File: src/rtl/clk_gate_ctrl.sv
// Auto clock-gating controller: counts idle cycles, runs a qreq/qack quiesce handshake and gates local_en.
// All outputs registered (one-cycle response to sampled inputs); the unit stalls gating by holding busy/wake_req or withholding qack.
module clk_gate_ctrl #(
  parameter int IDLE_W   = 8,
  parameter int WAKE_DLY = 2
) (
  input  logic              clk_in,
  input  logic              rst,
  input  logic              cfg_gate_en,
  input  logic [IDLE_W-1:0] cfg_idle_thr,
  input  logic              busy,
  input  logic              wake_req,
  input  logic              qack,
  output logic              qreq,
  output logic              local_en,
  output logic              gated,
  output logic              wake_ack,
  output logic [15:0]       gate_cnt
);

  typedef enum logic [3:0] {
    ST_RUN   = 4'b0001,
    ST_QREQ  = 4'b0010,
    ST_GATED = 4'b0100,
    ST_WAKE  = 4'b1000
  } state_t;

  localparam logic [3:0] WAKE_LAST = 4'(WAKE_DLY - 1);

  state_t            state;
  logic [IDLE_W-1:0] idle_cnt;
  logic [3:0]        wake_cnt;

  logic idle_cyc;
  logic thr_hit;
  logic q_abort;
  logic wake_go;

  assign idle_cyc = cfg_gate_en & ~busy & ~wake_req;
  // Compare one bit wider so a saturated counter still reaches any threshold.
  assign thr_hit  = (cfg_idle_thr != '0) &&
                    (({1'b0, idle_cnt} + (IDLE_W+1)'(1)) >= {1'b0, cfg_idle_thr});
  assign q_abort  = busy | wake_req | ~cfg_gate_en;
  assign wake_go  = wake_req | ~cfg_gate_en;

  always_ff @(posedge clk_in) begin
    if (rst) begin
      state    <= ST_RUN;
      idle_cnt <= '0;
      wake_cnt <= '0;
      qreq     <= 1'b0;
      local_en <= 1'b1;
      gated    <= 1'b0;
      wake_ack <= 1'b0;
      gate_cnt <= 16'd0;
    end else begin
      wake_ack <= 1'b0;
      unique case (state)
        ST_RUN: begin
          if (idle_cyc && thr_hit) begin
            state    <= ST_QREQ;
            qreq     <= 1'b1;
            idle_cnt <= '0;
          end else if (idle_cyc) begin
            if (idle_cnt != '1) idle_cnt <= idle_cnt + IDLE_W'(1);
          end else begin
            idle_cnt <= '0;
          end
        end
        ST_QREQ: begin
          // Abort outranks a coincident qack: the unit saw new work.
          if (q_abort) begin
            state <= ST_RUN;
            qreq  <= 1'b0;
          end else if (qack) begin
            state    <= ST_GATED;
            local_en <= 1'b0;
            gated    <= 1'b1;
            if (gate_cnt != 16'hFFFF) gate_cnt <= gate_cnt + 16'd1;
          end
        end
        ST_GATED: begin
          if (wake_go) begin
            state    <= ST_WAKE;
            local_en <= 1'b1;
            gated    <= 1'b0;
            wake_cnt <= WAKE_LAST;
          end
        end
        ST_WAKE: begin
          if (wake_cnt == 4'd0) begin
            state    <= ST_RUN;
            qreq     <= 1'b0;
            wake_ack <= 1'b1;
          end else begin
            wake_cnt <= wake_cnt - 4'd1;
          end
        end
        default: begin
          state    <= ST_RUN;
          idle_cnt <= '0;
          qreq     <= 1'b0;
          local_en <= 1'b1;
          gated    <= 1'b0;
        end
      endcase
    end
  end

endmodule
File: config.mk
export PLATFORM = sky130hd
export DESIGN_NAME = clk_gate_ctrl
export DESIGN_NICKNAME = d
export VERILOG_FILES = /design/src/rtl/clk_gate_ctrl.sv
export SDC_FILE = /design/constraint.sdc
export NUM_CORES = 1
export LEC_CHECK = 0
export CORE_UTILIZATION = 27
export DETAILED_ROUTE_END_ITERATION = 16
export PLACE_DENSITY = 0.5
export SYNTH_ARGS = -nofsm -noshare
export SYNTH_HDL_FRONTEND = slang
export SYNTH_SLANG_ARGS = --single-unit
File: constraint.sdc
create_clock -name clk_in -period 3.6 [get_ports clk_in]
set_input_delay 1.08 -clock clk_in [delete_from_list [all_inputs] [get_ports clk_in]]
set_output_delay 1.08 -clock clk_in [all_outputs]
set_load 0.05 [all_outputs]
==> impl_metrics.csv, run 1 <==
group,metric,value,unit
yosys,synth_top_family_by_area,"simple AND/OR/NAND/NOR gates",
floorplan,io_pins,34,
cells_and_area,utilization,34.99,%
worst_setup_path,path_class,"in -> reg",
floorplan,num_rows,31,
grt,grt_use_total,12.13,%
clocking,cts_sinks,36,
worst_setup_path,worstPathMaxFanout,10,
yosys,ys_ff_latch,36,
clocking,cts_tree,"done",
yosys,syn_inst,245,
route,routed_wl,4.522,mm
yosys,syn_area_per_cell,8.478,um^2
worst_setup_path,path_cells,"clkdlybuf4s50_1, inv_1, ha_1, a21o_1, a211o_1, a41oi_1, o211a_1, o21ai_0, a21oi_1",
yosys,synth.distinct_cells,51,
pwr,total_power,0.7135,mW
timing,clock_skew,0.007683,ns
yosys,synth_edf_count,0,
yosys,synth_nets,270,
grt,grt_pass1_vias,1690,
route,avgRoutedWirePerCell,11.96,um
cells_and_area,fin_area,0.002565,mm^2
timing,tightestPinTransition,0.6984,ns
floorplan,floorplan.initialDensity,28.33,%
route,vias_per_cell,4.632,
grt,grt_pass1_wl,8.010,mm
timing,finalCritPeriodShare,84.29,%
timing,drv_slew,0,
clocking,root_buffer,"clkbuf_8",
route,drt_iter0_drc,52,
pwr,cellLeakagePower,0.9882,nW
pwr,p_per_area,278.2,mW/mm^2
run,drv_cap,0,
yosys,synthXorXnorAreaFrac,8.434,%
cells_and_area,diodes,0,
timing,achievable-frequency,329.5,MHz
route,ant_nets,0,
clocking,cts.clk_slew.worst_paths,0.07,ns
clocking,h-tree-depth,2,
yosys,yosysSeqAreaShare,34.70,%
grt,grt_start_max_net_pins,19,
worst_setup_path,crit_required,3.82,ns
worst_setup_path,cp_slowest_stage_delay,0.48,ns
yosys,ys_warn_count,0,
cells_and_area,nNetsFinal,304,
yosys,muxShareOfSynthArea,0.4819,%
clocking,cts_resized,0,
placement,numPortBuffers,33,
worst_setup_path,r2r_cells,11,
grt,grt_overflow,0,
clocking,cts_setup_buffers,0,
yosys,synth_fa_ha_area_share,6.627,%
worst_setup_path,critical-path-slowest-cell,"clkdlybuf4s50_1",
cells_and_area,fillers,763,
pwr,irDropWorstVdd,0.0001163,V
route,drc,0,
yosys,synth-simple-area-share,30.12,%
timing,setup-tns-final,0,ns
status,status,"finished, final reports clean",
grt,antenna_found_initial,0,
hold_path,hold_class,"reg -> reg",
cells_and_area,drive_above_1_share,7.527,%
timing,rsz0062_at_grt,"no",
timing,setup_viol,0,
yosys,syn_area,0.002077,mm^2
clocking,clock_latency,0.28,ns
yosys,synth_compound_area_share,14.10,%
worst_setup_path,start_kind,"primary input",
placement,post_dp_cell_area,0.002487,mm^2
worst_setup_path,end_kind,"flip-flop",
floorplan,dieArea,0.008047,mm^2
hold_path,worstHoldPathCells,2,
clocking,cts_max_path_buffers,2,
floorplan,chipWidth,89.71,um
route,first_pass_iters,4,
clocking,cts_hold_buf,0,
floorplan,die_h,89.71,um
yosys,ys.flop_type,"dfxtp_1",
cells_and_area,syn2layout_area_growth,23.49,%
timing,slew_headroom,53.29,%
timing,period_needed,3.035,ns
placement,gp_congestion,0.7125,
floorplan,coreArea,0.007331,mm^2
yosys,synthArstFlopShare,0,%
worst_setup_path,critPathArrivalTime,3.26,ns
route,num_vias,1751,
timing,hold_viol_final,0,
clocking,cts_made_buffers,5,
placement,hpwl,3.356,mm
layout by cell type (no fill, tap or decap), drive strengths merged, types with 2 or more instances in the layout:
cell type / instances
dfxtp: 36
clkdlybuf4s50: 33
nor2: 28
nand2: 25
a21oi: 16
nand3: 16
xor2: 13
inv: 13
ha: 11
o21ai: 9
xnor2: 7
nor4: 7
clkbuf: 6
nor3: 5
nor2b: 4
nand2b: 4
and3: 3
nand4: 3
a21o: 3
a31oi: 3
buf: 3
nor3b: 3
or2: 2
and4: 2
o211ai: 2
a211oi: 2
nor4b: 2
cell families after synthesis:
kind of cell,Yosys count
flip-flops,36
adder cells (fa/ha/maj),11
AO/OA/AOI/OAI,44
AND/OR/NAND/NOR,111
multiplexers,1
XOR/XNOR,20
buffers and inverters,22
report_power, final:
part	internal, mW	switching, mW	total [mW]
clock	0.132	0.142	0.274
sequential	0.398	0.000496	0.399
combinational	0.0211	0.0199	0.0410
total	0.551	0.162	0.714
path summary, 6_finish.rpt:
check | start | end | slack (ns)
worst max-delay path | cfg_idle_thr[4] | idle_cnt[5] | 0.57
worst min-delay path | wake_cnt[1] | wake_cnt[1] | 0.49
worst max register to register | idle_cnt[0] | idle_cnt[5] | 0.58
worst min register to register | wake_cnt[1] | wake_cnt[1] | 0.49
per-stage QoR:
| step | setup WS (ns) | instances | hold slack (ns) |
|---|---|---|---|
| 6_report | 0.5655 | 378 | 0.4854 |
| 5_1_grt | 0.2803 | 378 | 0.5182 |
| 4_1_cts | 0.5765 | 378 | 0.4890 |
| 3_5_place_dp | 0.2827 | 371 | 0.4793 |
| 3_3_place_gp | 0.3487 | 371 | 0.4655 |
| 2_1_floorplan | 0.9606 | 245 | 0.4492 |
worst max-delay path, delay by kind of cell:
kind | cells | cell delay, ns
buffers and inverters | 2 | 0.53
AOI/OAI and AO/OA | 6 | 1.36
adders and majority gates | 1 | 0.30
synth_stat cells, types with 3 or more instances:
library cell | count | share of area [%]
a21o_1 | 3 | 1.1
a21oi_1 | 16 | 3.9
a31oi_1 | 3 | 0.90
and3_1 | 3 | 0.90
buf_6 | 3 | 1.6
clkbuf_1 | 3 | 0.54
dfxtp_1 | 36 | 35
ha_1 | 11 | 6.6
inv_1 | 13 | 2.3
nand2_1 | 25 | 4.5
nand2b_1 | 3 | 0.90
nand3_1 | 15 | 3.6
nand4_1 | 3 | 0.90
nor2_1 | 28 | 5.1
nor2b_1 | 4 | 1.2
nor3_1 | 5 | 1.2
nor4_1 | 6 | 1.8
o21ai_0 | 9 | 2.2
xnor2_1 | 7 | 3.0
xor2_1 | 13 | 5.5
registers in the layout, summed over array words and instances, names as in the netlist:
signal,cells
gate_cnt,16
gated,1
idle_cnt,8
local_en,1
qreq,1
state,4
wake_ack,1
wake_cnt,4
layout make-up:
cell class	count	area, um^2	share of cell area, %
flip-flops and latches	36	720.7	28.10
clock inverters	1	5.005	0.1951
repair buffers	36	352.8	13.76
clock buffers	6	72.57	2.829
inverters	13	48.80	1.902
multi-input cells	187	1241	48.39
well taps	99	123.9	4.829
per-layer routing:
metal | up-vias | track usage (%) | share of wire [%]
met3 | 5 | 3.299 | 5.2
met2 | 39 | 18.21 | 41
met4 | 0 | 3.689 | 1.3
met1 | 780 | 16.81 | 53
li1 | 927 | - | -
met5 | - | 0 | 0
(Power assumes the default switching activity.)
==> inputs of run 2 (changes only) <==
- clock period: 3.6 -> 3.13 ns (I/O delays scaled with it)
==> impl_metrics.csv, run 2 (same netlist as run 1, synthesis figures left out) <==
group,metric,value,unit
status,status,"finished, final reports clean",
hold_path,hold_start,"wake_cnt[1]",
worst_setup_path,path_cells,"ha_1, nand3_1, and2_2, or2_2, ha_1, a21o_1, a211o_1, a41oi_1, o211a_1, o21ai_0, a21oi_1",
worst_setup_path,cpMostUsedCell,"ha_1",
timing,slew_headroom,54.49,%
placement,numPortBuffers,33,
cells_and_area,fin_area,0.002636,mm^2
worst_setup_path,crit_required,3.36,ns
placement,gp_congestion,0.7492,
grt,grt_pass1_wl,7.914,mm
route,first_pass_iters,4,
placement,post_dp_cell_area,0.002525,mm^2
cells_and_area,fin_cells,384,
clocking,h-tree-depth,2,
cells_and_area,drive_above_1_share,9.825,%
route,avgRoutedWirePerCell,11.81,um
route,drc,0,
floorplan,coreArea,0.007331,mm^2
worst_setup_path,timing.rr.start,"idle_cnt[0]",
worst_setup_path,critPathArrivalTime,3.12,ns
hold_path,holdPathEnd,"wake_cnt[1]",
pwr,total_power,0.9224,mW
clocking,cts_resized,0,
cells_and_area,top_register,"gate_cnt",
cells_and_area,final_common_cell,"dfxtp_1",
grt,grt_overflow,0,
worst_setup_path,rrSetupSlack,0.23,ns
cells_and_area,diodes,0,
cells_and_area,syn2layout_area_growth,26.93,%
timing,setup_viol,0,
worst_setup_path,end_kind,"flip-flop",
clocking,clock_latency,0.29,ns
timing,hold_viol_final,0,
route,vias_per_cell,4.651,
grt,grt_pass1_vias,1722,
cells_and_area,mostFrequentLayoutCells,"36 x dfxtp_1, 33 x clkdlybuf4s50_1, 28 x nor2_1, 25 x nand2_1, 16 x a21oi_1",
clocking,cts_setup_buffers,0,
floorplan,num_rows,31,
route,routed_wl,4.536,mm
placement,dpl.cell_count,376,
route,num_vias,1786,
worst_setup_path,r2r_end,"idle_cnt[2]",
clocking,cts_sinks,36,
clocking,cts.clk_slew.worst_paths,0.08,ns
clocking,cts_hold_buf,0,
pwr,p_per_area,349.9,mW/mm^2
cells_and_area,largest_reg_flops,16,
timing,achievable-frequency,345.1,MHz
route,ant_nets,0,
placement,hpwl,3.329,mm
worst_setup_path,worstPathMaxFanout,10,
pwr,irDropWorstVdd,0.0002694,V
worst_setup_path,critical_path_buf_inv_count,0,
floorplan,io_pins,34,
clocking,cts_made_buffers,5,
worst_setup_path,critical-path-slowest-cell,"dfxtp_1",
timing,drv_slew,0,
hold_path,hold_class,"reg -> reg",
worst_setup_path,cp_slowest_stage_delay,0.42,ns
clocking,root_buffer,"clkbuf_8",
clocking,cts_tree,"done",
worst_setup_path,path_class,"reg -> reg",
run,drv_cap,0,
grt,antenna_found_initial,0,
timing,tightestPinTransition,0.6731,ns
timing,fin_hold_ws,0.4744,ns
floorplan,dieArea,0.008047,mm^2
worst_setup_path,r2r_cells,11,
cells_and_area,fillers,777,
cells_and_area,nNetsFinal,309,
clocking,cts_max_path_buffers,2,
hold_path,worstHoldPathCells,2,
worst_setup_path,start_kind,"flip-flop",
timing,finalCritPeriodShare,92.57,%
grt,grt_start_max_net_pins,15,
timing,fin_ws,0.2325,ns
timing,rsz0062_at_grt,"no",
timing,clock_skew,0.01135,ns
grt,grt_use_total,12.02,%
floorplan,chipWidth,89.71,um
floorplan,floorplan.initialDensity,28.33,%
timing,period_needed,2.898,ns
floorplan,die_h,89.71,um
worst_setup_path,cp_top_family,"compound AO/OA/AOI/OAI gates",
route,drt_iter0_drc,77,
cells_and_area,top_regs,"gate_cnt: 16 flops, idle_cnt: 8 flops",
pwr,cellLeakagePower,1.028,nW
placement,place_ws,-0.04673,ns
run 2: cell count changes in the layout (fill, tap and decap cells not counted):
cell and change:
bufinv_16 +1, clkinvlp_4 +1, clkbuf_1 -1, buf_4 +5
run 2: final cells by class:
| type | count | area [um^2] | area share (%) |
|---|---|---|---|
| clock buffers | 5 | 68.82 | 2.610 |
| clock inverters | 3 | 42.54 | 1.614 |
| multi-input cells | 187 | 1241 | 47.08 |
| repair buffers | 41 | 390.4 | 14.81 |
| inverters | 13 | 48.80 | 1.851 |
| flip-flops and latches | 36 | 720.7 | 27.34 |
| well taps | 99 | 123.9 | 4.699 |
run 2: stage by stage:
step	setup TNS (ns)	utilization, %
after CTS	0	35.96
after global placement	0	34.44
after detailed placement	-0.2056	34.44
after floorplan	0	-
after global routing	0	35.96
final	0	35.96
run 2: where the power goes:
| part | internal [mW] | total, mW | switching (mW) |
|---|---|---|---|
| combinational | 0.0254 | 0.0483 | 0.0229 |
| sequential | 0.458 | 0.459 | 0.000569 |
| clock | 0.236 | 0.416 | 0.180 |
run 2: worst reg2reg max path, delay by kind of cell, from the launching register on:
kind,cells,cell delay [ns]
compound gates,6,1.33
simple gates,3,0.60
fa+ha+maj,2,0.49
flops,1,0.42
run 2: layer usage:
layer	part of all wire, %	track usage (%)	vias to the layer above	wire length, um
met3	5.4	4.230	5	247
met2	40	17.05	39	1802
met5	0	0	-	0
met1	54	16.86	803	2432
li1	-	-	939	-
met4	1.2	3.689	0	54
run 2: worst max-delay path by stage:
stage | start | end | depth (start not counted)
after global routing | idle_cnt[0] | idle_cnt[4] | 11
after CTS | idle_cnt[0] | idle_cnt[2] | 11
after detailed placement | cfg_idle_thr[4] | idle_cnt[2] | 9
after floorplan | idle_cnt[0] | idle_cnt[6] | 12
final | idle_cnt[0] | idle_cnt[2] | 11
after global placement | cfg_idle_thr[4] | idle_cnt[2] | 9
